[src/rtl/unified_mem_arbiter_if.sv]
// Bus bundle for unified_mem_arbiter: fetch port, data port, memory port
// and the stall/busy status lines. The arbiter connects through the slave
// modport. The master modport is the environment side: the pipeline
// stages plus the memory that returns read data.
interface unified_mem_arbiter_if #(
    parameter int ADDR_W = 9,
    parameter int DATA_W = 32
);
    // Fetch (IF stage) port
    logic              if_req;
    logic [ADDR_W-1:0] if_addr;
    logic              if_flush;
    logic              if_ack;
    logic [DATA_W-1:0] if_rdata;

    // Load/store (MEM stage) port
    logic              d_req;
    logic              d_we;
    logic [ADDR_W-1:0] d_addr;
    logic [2:0]        d_func3;
    logic [DATA_W-1:0] d_wdata;
    logic              d_ack;
    logic [DATA_W-1:0] d_rdata;

    // Single-ported memory port
    logic [ADDR_W-1:0] mem_addr;
    logic              mem_we;
    logic [2:0]        mem_func3;
    logic [DATA_W-1:0] mem_wdata;
    logic [DATA_W-1:0] mem_rdata;

    // Status toward the hazard logic
    logic              if_stall;
    logic              d_stall;
    logic              busy;

    modport slave (
        input  if_req, if_addr, if_flush,
        input  d_req, d_we, d_addr, d_func3, d_wdata,
        input  mem_rdata,
        output if_ack, if_rdata, d_ack, d_rdata,
        output mem_addr, mem_we, mem_func3, mem_wdata,
        output if_stall, d_stall, busy
    );

    modport master (
        output if_req, if_addr, if_flush,
        output d_req, d_we, d_addr, d_func3, d_wdata,
        output mem_rdata,
        input  if_ack, if_rdata, d_ack, d_rdata,
        input  mem_addr, mem_we, mem_func3, mem_wdata,
        input  if_stall, d_stall, busy
    );
endinterface

[src/rtl/unified_mem_arbiter.sv]
// unified_mem_arbiter: serialises instruction-fetch and load/store accesses
// onto one single-ported memory using a request/acknowledge handshake.
// A grant latches the request onto the mem_* outputs. The arbiter counts
// out MEM_LAT cycles, captures mem_rdata and pulses a registered ack.
// Data wins ties because it belongs to the older instruction.
// Optional build macro ARB_STARVE_GUARD_EN adds a streak counter. It forces
// a fetch grant after MAX_D_STREAK consecutive data grants made while a
// fetch waits. Without the macro, data priority is strict.
// Reset is asynchronous and active-low on the port rst.
module unified_mem_arbiter #(
    parameter int ADDR_W       = 9,
    parameter int DATA_W       = 32,
    parameter int MEM_LAT      = 1,
    parameter int MAX_D_STREAK = 4
) (
    input  logic                   clk,
    input  logic                   rst,
    unified_mem_arbiter_if.slave   bus
);

    // lat_cnt only has to hold MEM_LAT-1, which is 0..3.
    localparam int               LAT_W       = (MEM_LAT > 2) ? 2 : 1;
    localparam logic [LAT_W-1:0] LAT_LOAD    = LAT_W'(MEM_LAT - 1);
    localparam logic [2:0]       FETCH_FUNC3 = 3'b010;

    typedef enum logic [1:0] {
        ST_IDLE    = 2'd0,
        ST_BUSY_IF = 2'd1,
        ST_BUSY_D  = 2'd2
    } state_t;

    state_t              state_q,     state_d;
    logic [LAT_W-1:0]    lat_cnt_q,   lat_cnt_d;
    logic                kill_q,      kill_d;
    logic                if_ack_q,    if_ack_d;
    logic                d_ack_q,     d_ack_d;
    logic [DATA_W-1:0]   if_rdata_q,  if_rdata_d;
    logic [DATA_W-1:0]   d_rdata_q,   d_rdata_d;
    logic [ADDR_W-1:0]   mem_addr_q,  mem_addr_d;
    logic                mem_we_q,    mem_we_d;
    logic [2:0]          mem_func3_q, mem_func3_d;
    logic [DATA_W-1:0]   mem_wdata_q, mem_wdata_d;

    logic                is_idle;
    logic                if_eligible;
    logic                if_first;
    logic                grant_if;
    logic                grant_d;
    logic                streak_full;

    assign is_idle = (state_q == ST_IDLE);

    // A fetch cannot be granted while it is being flushed.
    assign if_eligible = bus.if_req & ~bus.if_flush;

`ifdef ARB_STARVE_GUARD_EN
    localparam int                  STREAK_W   = $clog2(MAX_D_STREAK + 1);
    localparam logic [STREAK_W-1:0] STREAK_MAX = STREAK_W'(MAX_D_STREAK);

    logic [STREAK_W-1:0] streak_q, streak_d;

    assign streak_full = (streak_q == STREAK_MAX);

    // Streak counter register
    always_ff @(posedge clk or negedge rst) begin
        if (!rst) begin
            streak_q <= '0;
        end else begin
            streak_q <= streak_d;
        end
    end

    // Count data grants that leave a live fetch waiting. Clear the count
    // once the fetch is served or goes away. At the cap, a waiting fetch
    // always wins, so the count cannot pass MAX_D_STREAK.
    always_comb begin
        streak_d = streak_q;
        if (is_idle) begin
            if (grant_if || !bus.if_req || bus.if_flush) begin
                streak_d = '0;
            end else if (grant_d) begin
                streak_d = streak_q + 1'b1;
            end
        end
    end
`else
    assign streak_full = 1'b0;
`endif

    // Arbitration: the fetch is served only when no data request is present,
    // or when the starvation guard has tripped.
    assign if_first = if_eligible & (~bus.d_req | streak_full);
    assign grant_if = is_idle & if_first;
    assign grant_d  = is_idle & bus.d_req & ~if_first;

    // State and registered outputs. Reset aborts any access in flight and
    // drops mem_we immediately.
    always_ff @(posedge clk or negedge rst) begin
        if (!rst) begin
            state_q     <= ST_IDLE;
            lat_cnt_q   <= '0;
            kill_q      <= 1'b0;
            if_ack_q    <= 1'b0;
            d_ack_q     <= 1'b0;
            if_rdata_q  <= '0;
            d_rdata_q   <= '0;
            mem_addr_q  <= '0;
            mem_we_q    <= 1'b0;
            mem_func3_q <= '0;
            mem_wdata_q <= '0;
        end else begin
            state_q     <= state_d;
            lat_cnt_q   <= lat_cnt_d;
            kill_q      <= kill_d;
            if_ack_q    <= if_ack_d;
            d_ack_q     <= d_ack_d;
            if_rdata_q  <= if_rdata_d;
            d_rdata_q   <= d_rdata_d;
            mem_addr_q  <= mem_addr_d;
            mem_we_q    <= mem_we_d;
            mem_func3_q <= mem_func3_d;
            mem_wdata_q <= mem_wdata_d;
        end
    end

    // Next-state logic: grant in IDLE, count latency in BUSY_*, and
    // capture and acknowledge on the last busy cycle.
    always_comb begin
        state_d     = state_q;
        lat_cnt_d   = lat_cnt_q;
        kill_d      = kill_q;
        if_ack_d    = 1'b0;
        d_ack_d     = 1'b0;
        if_rdata_d  = if_rdata_q;
        d_rdata_d   = d_rdata_q;
        mem_addr_d  = mem_addr_q;
        mem_we_d    = 1'b0;
        mem_func3_d = mem_func3_q;
        mem_wdata_d = mem_wdata_q;

        unique case (state_q)
            ST_IDLE: begin
                kill_d = 1'b0;
                if (grant_d) begin
                    state_d     = ST_BUSY_D;
                    lat_cnt_d   = LAT_LOAD;
                    mem_addr_d  = bus.d_addr;
                    mem_func3_d = bus.d_func3;
                    mem_wdata_d = bus.d_wdata;
                    // A single write strobe, in the first BUSY_D cycle only
                    mem_we_d    = bus.d_we;
                end else if (grant_if) begin
                    state_d     = ST_BUSY_IF;
                    lat_cnt_d   = LAT_LOAD;
                    mem_addr_d  = bus.if_addr;
                    mem_func3_d = FETCH_FUNC3;
                end
            end

            ST_BUSY_IF: begin
                // A flush on any busy cycle, even the last one, kills the fetch.
                if (bus.if_flush) begin
                    kill_d = 1'b1;
                end
                if (lat_cnt_q == '0) begin
                    state_d = ST_IDLE;
                    kill_d  = 1'b0;
                    if (!kill_q && !bus.if_flush) begin
                        if_ack_d   = 1'b1;
                        if_rdata_d = bus.mem_rdata;
                    end
                end else begin
                    lat_cnt_d = lat_cnt_q - 1'b1;
                end
            end

            ST_BUSY_D: begin
                if (lat_cnt_q == '0) begin
                    state_d   = ST_IDLE;
                    d_ack_d   = 1'b1;
                    d_rdata_d = bus.mem_rdata;
                end else begin
                    lat_cnt_d = lat_cnt_q - 1'b1;
                end
            end

            default: begin
                state_d = ST_IDLE;
            end
        endcase
    end

    assign bus.if_ack    = if_ack_q;
    assign bus.if_rdata  = if_rdata_q;
    assign bus.d_ack     = d_ack_q;
    assign bus.d_rdata   = d_rdata_q;
    assign bus.mem_addr  = mem_addr_q;
    assign bus.mem_we    = mem_we_q;
    assign bus.mem_func3 = mem_func3_q;
    assign bus.mem_wdata = mem_wdata_q;
    assign bus.if_stall  = bus.if_req & ~if_ack_q;
    assign bus.d_stall   = bus.d_req & ~d_ack_q;
    assign bus.busy      = ~is_idle;

endmodule

[src/flat_wrapper.sv]
// flat-port wrapper written by rule: the top's interface ports become plain ports
module unified_mem_arbiter_flat 
#(
    parameter int ADDR_W       = 9,
    parameter int DATA_W       = 32,
    parameter int MEM_LAT      = 1,
    parameter int MAX_D_STREAK = 4
)
  (clk, rst, bus_if_req, bus_if_addr, bus_if_flush, bus_d_req, bus_d_we, bus_d_addr, bus_d_func3, bus_d_wdata, bus_mem_rdata, bus_if_ack, bus_if_rdata, bus_d_ack, bus_d_rdata, bus_mem_addr, bus_mem_we, bus_mem_func3, bus_mem_wdata, bus_if_stall, bus_d_stall, bus_busy);
  unified_mem_arbiter_if #(.ADDR_W(ADDR_W), .DATA_W(DATA_W)) bus_i ();
  input  logic clk;
  input  logic rst;
  input wire logic [$bits(bus_i.if_req)-1:0] bus_if_req;
  input wire logic [$bits(bus_i.if_addr)-1:0] bus_if_addr;
  input wire logic [$bits(bus_i.if_flush)-1:0] bus_if_flush;
  input wire logic [$bits(bus_i.d_req)-1:0] bus_d_req;
  input wire logic [$bits(bus_i.d_we)-1:0] bus_d_we;
  input wire logic [$bits(bus_i.d_addr)-1:0] bus_d_addr;
  input wire logic [$bits(bus_i.d_func3)-1:0] bus_d_func3;
  input wire logic [$bits(bus_i.d_wdata)-1:0] bus_d_wdata;
  input wire logic [$bits(bus_i.mem_rdata)-1:0] bus_mem_rdata;
  output wire logic [$bits(bus_i.if_ack)-1:0] bus_if_ack;
  output wire logic [$bits(bus_i.if_rdata)-1:0] bus_if_rdata;
  output wire logic [$bits(bus_i.d_ack)-1:0] bus_d_ack;
  output wire logic [$bits(bus_i.d_rdata)-1:0] bus_d_rdata;
  output wire logic [$bits(bus_i.mem_addr)-1:0] bus_mem_addr;
  output wire logic [$bits(bus_i.mem_we)-1:0] bus_mem_we;
  output wire logic [$bits(bus_i.mem_func3)-1:0] bus_mem_func3;
  output wire logic [$bits(bus_i.mem_wdata)-1:0] bus_mem_wdata;
  output wire logic [$bits(bus_i.if_stall)-1:0] bus_if_stall;
  output wire logic [$bits(bus_i.d_stall)-1:0] bus_d_stall;
  output wire logic [$bits(bus_i.busy)-1:0] bus_busy;
  assign bus_i.if_req = bus_if_req;
  assign bus_i.if_addr = bus_if_addr;
  assign bus_i.if_flush = bus_if_flush;
  assign bus_i.d_req = bus_d_req;
  assign bus_i.d_we = bus_d_we;
  assign bus_i.d_addr = bus_d_addr;
  assign bus_i.d_func3 = bus_d_func3;
  assign bus_i.d_wdata = bus_d_wdata;
  assign bus_i.mem_rdata = bus_mem_rdata;
  assign bus_if_ack = bus_i.if_ack;
  assign bus_if_rdata = bus_i.if_rdata;
  assign bus_d_ack = bus_i.d_ack;
  assign bus_d_rdata = bus_i.d_rdata;
  assign bus_mem_addr = bus_i.mem_addr;
  assign bus_mem_we = bus_i.mem_we;
  assign bus_mem_func3 = bus_i.mem_func3;
  assign bus_mem_wdata = bus_i.mem_wdata;
  assign bus_if_stall = bus_i.if_stall;
  assign bus_d_stall = bus_i.d_stall;
  assign bus_busy = bus_i.busy;
  unified_mem_arbiter #(.ADDR_W(ADDR_W), .DATA_W(DATA_W), .MEM_LAT(MEM_LAT), .MAX_D_STREAK(MAX_D_STREAK)) u_core (.clk(clk), .rst(rst), .bus(bus_i));
endmodule
[config.mk]
export PLATFORM = sky130hd
export DESIGN_NAME = unified_mem_arbiter_flat
export DESIGN_NICKNAME = d
export VERILOG_FILES = /design/src/rtl/unified_mem_arbiter_if.sv /design/src/rtl/unified_mem_arbiter.sv /design/src/flat_wrapper.sv
export SDC_FILE = /design/constraint.sdc
export NUM_CORES = 1
export LEC_CHECK = 0
export CAP_MARGIN = 10
export CORE_ASPECT_RATIO = 1.75
export CORE_MARGIN = 5
export CORE_UTILIZATION = 41
export CTS_CLUSTER_SIZE = 25
export DETAILED_ROUTE_END_ITERATION = 10
export PLACE_DENSITY = 0.84
export SYNTH_ARGS = -nofsm -noshare
export SYNTH_HDL_FRONTEND = slang
export SYNTH_SLANG_ARGS = --single-unit
[constraint.sdc]
create_clock -name clk -period 1.8 [get_ports clk]
set_input_delay 0.36 -clock clk [delete_from_list [all_inputs] [get_ports clk]]
set_output_delay 0.36 -clock clk [all_outputs]
set_load 0.05 [all_outputs]
**Word-level counts from Yosys, hierarchy flattened**

Index checks and enable logic that the tools add are counted.

- Register bits: 115
- Input bits: 91
- Output and inout bits: 114
- Word-level logic and storage cells: 68

- $add $sub $neg: 1
- Eq/ne operators: 5
- Mux-type cells: 22
- Bitwise operators: 14
- Reductions and logical operators: 15

Operators with widths:

| kind | number |
|---|---|
| $mux 9 | 2 |
| $mux 1 | 12 |
| $reduce_and 2->1 | 6 |
| $and 1x1->1 | 7 |
| $not 1->1 | 7 |
| $mux 2 | 3 |
| $mux 3 | 2 |
| $ne 3x3->1 const B | 2 |
| $reduce_bool 2->1 | 3 |
| $pmux 1 s2 | 2 |
| $pmux 2 s2 | 1 |
| $reduce_and 3->1 | 1 |
| $eq 2x1->1 const B | 1 |
| $eq 2x2->1 const B | 1 |
| $logic_not 1->1 | 2 |
| $logic_not 2->1 | 1 |
| $ne 2x2->1 const B | 1 |
| $reduce_or 2->1 | 1 |
| $logic_and 1x1->1 | 1 |
| $sub 1x1->1 const B | 1 |

**Longest topological paths before layout**

Gate-level depths: netlist of the first run.

- Depth in word-level cells: 7
- Depth in mapped cells: 5
- Mapped depth without buffers: 4

**Least setup slack after synthesis of the first run**

No wires, ideal clock.

- Path kind: input port to output port
- Start: input bus_d_req
- End: output bus_d_stall
- Arrival time: 1,360 ps
- Required time: 1,440 ps
- Setup slack: 80 ps
- Stages: 2
- Path through: clkbuf_1 -> nor2b_1

- Longest elaborated chain between the ends: 1

Ends and longest elaborated chain:

| what | RTL line | text |
|---|---|---|
| from (decl) | flat_wrapper.sv:16 | `input wire logic [$bits(bus_i.d_req)-1:0] bus_d_req;` |
| $and 1x1->1 | unified_mem_arbiter.sv:202 | `assign bus.d_stall = bus.d_req & ~d_ack_q;` |
| to (decl) | flat_wrapper.sv:31 | `output wire logic [$bits(bus_i.d_stall)-1:0] bus_d_stall;` |

Every way passes these cells.

**Worst setup path after layout of the first run**

Same ends and word-level chain as after synthesis.

==> run metrics, run 1 <==
ys flop type=dfrtp_1; Remaining DRCs=0; number of global-route vias before repair=3,342; GP Congestion=slightly below 0.8; H-tree levels=4; Post-Syn Nets=roughly 360; ys async rst share=between 90% and 100%; worst slew pin tran=between 0.3 and 0.4 ns; Rel. slew slack=74.9%; startpoint types=primary input; Max Cap Viol=0; synth cell count leaders=dfrtp_1, mux2_2, nand2_1; Pwr Total=0.0107 W; die height=145 um; fin. max-slew vios=0; Setup violations, final=0; Max Buffers Root-to-Sink=2; routed wire length=11.8 mm; R2R cell count=5; Core ar.=10,300 um2; Setup TNS=0 ns; PortBufs=204; routed length per instance=roughly 19 um; Worst path slowest cell=clkdlybuf4s50_1; Worst Clk Skew=0.0106 ns; FF-to-FF setup slack=0.20 ns; DIE WIDTH=87.4 um; CTS Sinks=113; Final Hold Viols=0; Synth cell types=22; Critical Path Start=bus_d_req; Synth top area share=65.8%; Finished Core Util=roughly two thirds; io pins=about 210; initial antenna violation count=0; Crit path arrival time=1.35 ns; Crit. End Element=primary output; Critical path destination=bus_d_stall; final period utilization=94.8%; Crit Path Max Fanout=4; Avg Inst Size Synth=16.1 um2; Clock Latency Late Sink=about 0.40 ns; crit path cell chain=clkdlybuf4s50_1 > nor2b_1 > buf_12; root buffer cell=clkbuf_16; diode count=0; area leader, netlist=dfrtp_1; row count=49; Tmin final=1.71 ns; post-synthesis sequential area ratio=65.8%; via count=slightly above 3,000; Syn Std Cell Area=4300 um2; final hold slack=0.356 ns; outcome=completed; CP max stage delay=0.54 ns; Seq cells post-synth=113; dpl ws=-0.0421 ns; Worst R2R Start=u_core.state_q[1]; leakage=3.14 nW; largest net degree at the start of global routing=55; Pre-antenna DRT Iters=4; Setup CP Type=in -> out; dominant cell by count in the synthesized netlist=dfrtp_1; clk slew on worst S/H paths=0.06 ns; CTS Buf Count=17; GR Overflow Total=0; Worst R2R End=u_core.bus.mem_wdata[6]; Post-CTS Setup Bufs=0; VDD IR max=1190 uV; Iteration-0 DRC Markers=99; WP data required=1.44 ns; Final WS setup=roughly 0.094 ns; share of cells above drive strength 1=52.1%; number of vias per cell=4.87; post-DP HPWL=8.53 mm; Max Fclk=about 590 MHz; CTS resizes=0; Die ar.=12,700 um2; RSZ-0062 raised after global routing=false; Initial Utilization=a little over two fifths; Global Route Usage Sum=approximately a fifth; Area contributors post-synth=dfrtp_1, mux2_2, o221a_2, mux2_1, nand2_1; Final #Nets=579; worst min path class=in -> async; number of synthesized flops with an enable pin=0; post-route antenna net violation count=0; CTS tree=done; YS warnings=0; Post-Synthesis Cells=267; PD cells=1540 nW/um2; area grow syn2layout=61.1%; global-route wire length before repair=18.0 mm
-- cells in the final DEF (no fill, tap or decap), drive strengths merged --
| cell type | n |
|---|---|
| clkbuf | 20 |
| nand2b | 1 |
| nor2 | 10 |
| and3 | 1 |
| dlygate4sd3 | 1 |
| buf | 125 |
| mux2 | 96 |
| inv | 3 |
| o21a | 1 |
| nor3b | 1 |
| nor4b | 1 |
| o21ai | 1 |
| dfrtp | 113 |
| nor2b | 4 |
| bufinv | 4 |
| o22a | 1 |
| clkdlybuf4s50 | 89 |
| clkinv | 5 |
| a22o | 2 |
| nand2 | 10 |
| clkinvlp | 1 |
| o221a | 9 |
-- metal layers --
metal / part of all wire (%) / track usage [%] / up-vias
li1: - / - / 1386
met1: 34 / 19.0 / 1514
met2: 56 / 33.5 / 131
met3: 7.6 / 6.23 / 17
met4: 2.4 / 7.83 / 0
met5: 0 / 0 / -
-- registers in the layout, summed over array words and instances (netlist names) --
register	flops
u_core.bus.mem_addr	9
u_core.bus.d_rdata	32
u_core.bus.if_ack	1
u_core.bus.mem_wdata	32
u_core.state_q	2
u_core.bus.mem_func3	3
u_core.bus.d_ack	1
u_core.bus.mem_we	1
u_core.bus.if_rdata	32
-- stage by stage --
| step | cells | cell area [um2] |
|---|---|---|
| after global placement | 595 | 6300 |
| after global routing | 626 | 6930 |
| after detailed placement | 595 | 6300 |
| after floorplan | 267 | 4300 |
| after CTS | 626 | 6930 |
| final | 626 | 6930 |
-- logic make-up after synthesis --
kind of cell    Yosys count  share of synthesized area, %
flops                   113                          65.8
mux                      96                          25.1
simple gates             28                          3.46
buf+inv                  16                          2.36
compound gates           14                          3.26
-- where the power goes --
part	internal, W	switching, W	total, W
sequential	0.00307	0.000293	0.00336
combinational	0.00132	0.00250	0.00381
clock	0.00237	0.00110	0.00347
total	0.00676	0.00389	0.0107
-- final cells by class --
class | instances | area (um2)
fillers | 721 | 3370
flip-flops and latches | 113 | 2830
repair buffers | 215 | 1940
multi-input cells | 138 | 1370
clock buffers | 20 | 457
clock inverters | 10 | 160
well taps | 127 | 159
inverters | 3 | 11.3
-- worst min-delay path by stage --
stage          startpoint                endpoint  slack (ns)  cells after the start
6_report              rst  u_core.bus.mem_addr[4]        0.36                      2
5_1_grt               rst  u_core.bus.mem_addr[3]        0.36                      2
4_1_cts               rst  u_core.bus.mem_addr[3]        0.35                      2
3_5_place_dp          rst  u_core.bus.mem_addr[1]        0.23                      1
3_3_place_gp          rst  u_core.bus.mem_addr[1]        0.22                      1
2_1_floorplan         rst        u_core.bus.d_ack        0.06                      0
-- worst max-delay path: cells and delay by family --
kind | cells | cell delay [ns]
buffers and inverters | 2 | 0.72
AND/OR/NAND/NOR | 1 | 0.27
-- timing repair --
| item | in CTS | in global routing |
|---|---|---|
| endpoints found under the hold margin | 11 | 0 |
| endpoints found under the setup margin | 0 | 0 |
| hold buffers | 1 | 0 |
No activity file was read; power rests on OpenSTA's default activity.
==> run 2, diff against run 1 <==
CTS_CLUSTER_DIAMETER = 50   (was not set)
==> results of run 2 <==
No change in the layout: final DEF, timing and power equal those of run 1.
==> RTL edit: new RTL, config.mk and constraints of run 2 <==
The option `ARB_STARVE_GUARD_EN` is turned on by a define.
--- a/src/rtl/unified_mem_arbiter.sv
+++ b/src/rtl/unified_mem_arbiter.sv
@@ -7,6 +7,8 @@
 // a fetch grant after MAX_D_STREAK consecutive data grants made while a
 // fetch waits. Without the macro, data priority is strict.
 // Reset is asynchronous and active-low on the port rst.
+`define ARB_STARVE_GUARD_EN
+
 module unified_mem_arbiter #(
     parameter int ADDR_W       = 9,
     parameter int DATA_W       = 32,
Formal check against the unedited RTL: not equivalent (Yosys sat finds a counterexample within 10 cycles, from zero or initial values and one cycle with rst low).
==> RTL edit against run 2 <==
  * Setup slack got worse by 0.014 ns
  * Cell area rose by 4.1%
  * Routed wire length rose by 2.2%
  * Sequential power rose by 3%
  * Synthesized area rose by 5.8%
  * Core utilization fell by 1.6 points
  * Power rose by 2.9%
  * Clock power rose by 5%
  * Sequential cell count rose by 3
  * Maximum frequency fell by 0.84%
  * Critical path type is now flop to output pin
  * Critical endpoint is now bus_busy
==> RTL edit: results (changes against run 2) <==
Outcome
  – Outcome: complete, no violations (unchanged)

Power and ir drop
  – Sw power: 4078 uW (was 3895 uW)
  – Leakage power total: 0.003476 uW (was 0.003135 uW)
  – Seq group: 3450 uW (was 3360 uW)
  – Clock power share: 33.4% (was 32.6%)

Place
  – Post-detail-place hpwl: 9114 um (was 8533 um)
  – RePlAce Congestion: 0.7765 (was 0.7748)
  – Placed Cells: 691 (was 595)
  – Dpl ws: -0.05995 ns (was -0.04213 ns)
  – Instance area at placement: 0.006524 mm2 (was 0.006300 mm2)

Critical path
  – Reg2Reg Launch Point: u_core.streak_q[0] (was u_core.state_q[1])
  – R2R depth: 8 (was 5)
  – Crit path max fanout: 7 (was 4)
  – Critical Path Start: u_core.state_q[1] (was bus_d_req)

Layout
  – Sequential cell area: 0.002903 mm2 (was 0.002828 mm2)
  – Fraction of area in multi-input gates: 20.77% (was 19.82%)
  – # nets final: 675 (was 579)
  – Number of signal-net buffers in the layout: 219 (was 215)
  – Multi-In Gates: 223 (was 138)
  – NonClk Buf Share: 27.32% (was 28.00%)
  – Final instance area: 0.007209 mm2 (was 0.006927 mm2)
  – Clock-cell share of area: 9.059% (was 8.905%)
  – Non-clock inverter count: 5 (was 3)
  – Fillers: 823 (was 721)

Route
  – DRT iter0 DRCs: 61 (was 99)
  – WL final: 12,040 um (was 11,770 um)
  – Via density: 4.799 (was 4.869)
  – Routed wire length per instance: 16.56 um (was 18.81 um)

Logic synthesis
  – Sequential fraction of the synthesis area: 63.81% (was 65.77%)
  – List of most frequent post-synthesis cells: dfrtp_1, nand2_1, mux2_2 (was dfrtp_1, mux2_2, nand2_1)
  – Top cells by area, synth: dfrtp_1, mux2_2, nand2_1, buf_6, a21oi_2 (was dfrtp_1, mux2_2, o221a_2, mux2_1, nand2_1)
  – Unique masters post-synth: 31 (was 22)
  – Avg Cell Area, Syn: 12.60 um2 (was 16.10 um2)

GRT
  – First-pass GRT wire length: 18,830 um (was 18,020 um)
  – Largest net degree at the start of global routing: 48 (was 55)
  – Vias in the first global route: 3,835 (was 3,342)
  – GRT Util Overall: 18.43% (was 18.64%)

Timing
  – Slew margin rel.: 68.79% (was 74.89%)
  – Clock Skew: 0.009435 ns (was 0.01057 ns)
[RTL edit: cell types whose count changed after synthesis, moves of 3 or more]
cell,change
o221a_2,-9
buf_6,+4
mux2_2,-30
dfrtp_1,+3
a21oi_2,+8
nand2_1,+98
a21oi_1,+11
[RTL edit: worst max-delay path: stages, from the launching register on]
cell	delay [ns]
dfrtp_1	0.45
nor2_4	0.20
inv_1	0.11
buf_4	0.20
[RTL edit: path summary, 6_finish.rpt]
check | end | slack [ns]
setup / recovery | bus_busy | 0.08
setup reg to reg | u_core.bus.mem_wdata[18] | 0.29
max in group asynchronous | u_core.bus.d_rdata[27] | 0.74
min in group clk | u_core.bus.mem_wdata[10] | 0.48
hold reg to reg | u_core.bus.mem_wdata[10] | 0.48
hold / removal | u_core.bus.d_rdata[20] | 0.46
[RTL edit: kinds of logic after synthesis]
kind of cell	share of synthesized area (%)
AND/OR/NAND/NOR	12.40
flip-flops	63.81
multiplexers	15.84
buffers and inverters	3.273
AO/OA/AOI/OAI	4.126
adder cells (fa/ha/maj)	0.5500
[RTL edit: layer usage]
metal  global-route usage (%)  vias to the layer above  share of wire [%]
met5                        0                        -                  0
met4                    6.483                        0                1.8
met3                    6.081                       14                7.9
met2                    33.14                      136                 57
met1                    19.41                     1696                 34
li1                         -                     1643                  -
[RTL edit: stage by stage]
step / setup TNS [ns] / total power (uW) / util (%)
global placement: -0.03102 / 7269 / 59.44
floorplan: 0 / 5938 / -
finish: 0 / 10960 / 65.69
CTS: 0 / 11070 / 65.48
global route: 0 / 11410 / 65.69
detailed placement: -2.286 / 7369 / 59.44
[RTL edit: what timing repair did]
item                                   4_1_cts  5_1_grt
buffers inserted                             0        3
pin swaps                                    1        1
hold buffers                                 1        0
setup endpoints to repair                    1        1
endpoints found under the hold margin       32        0
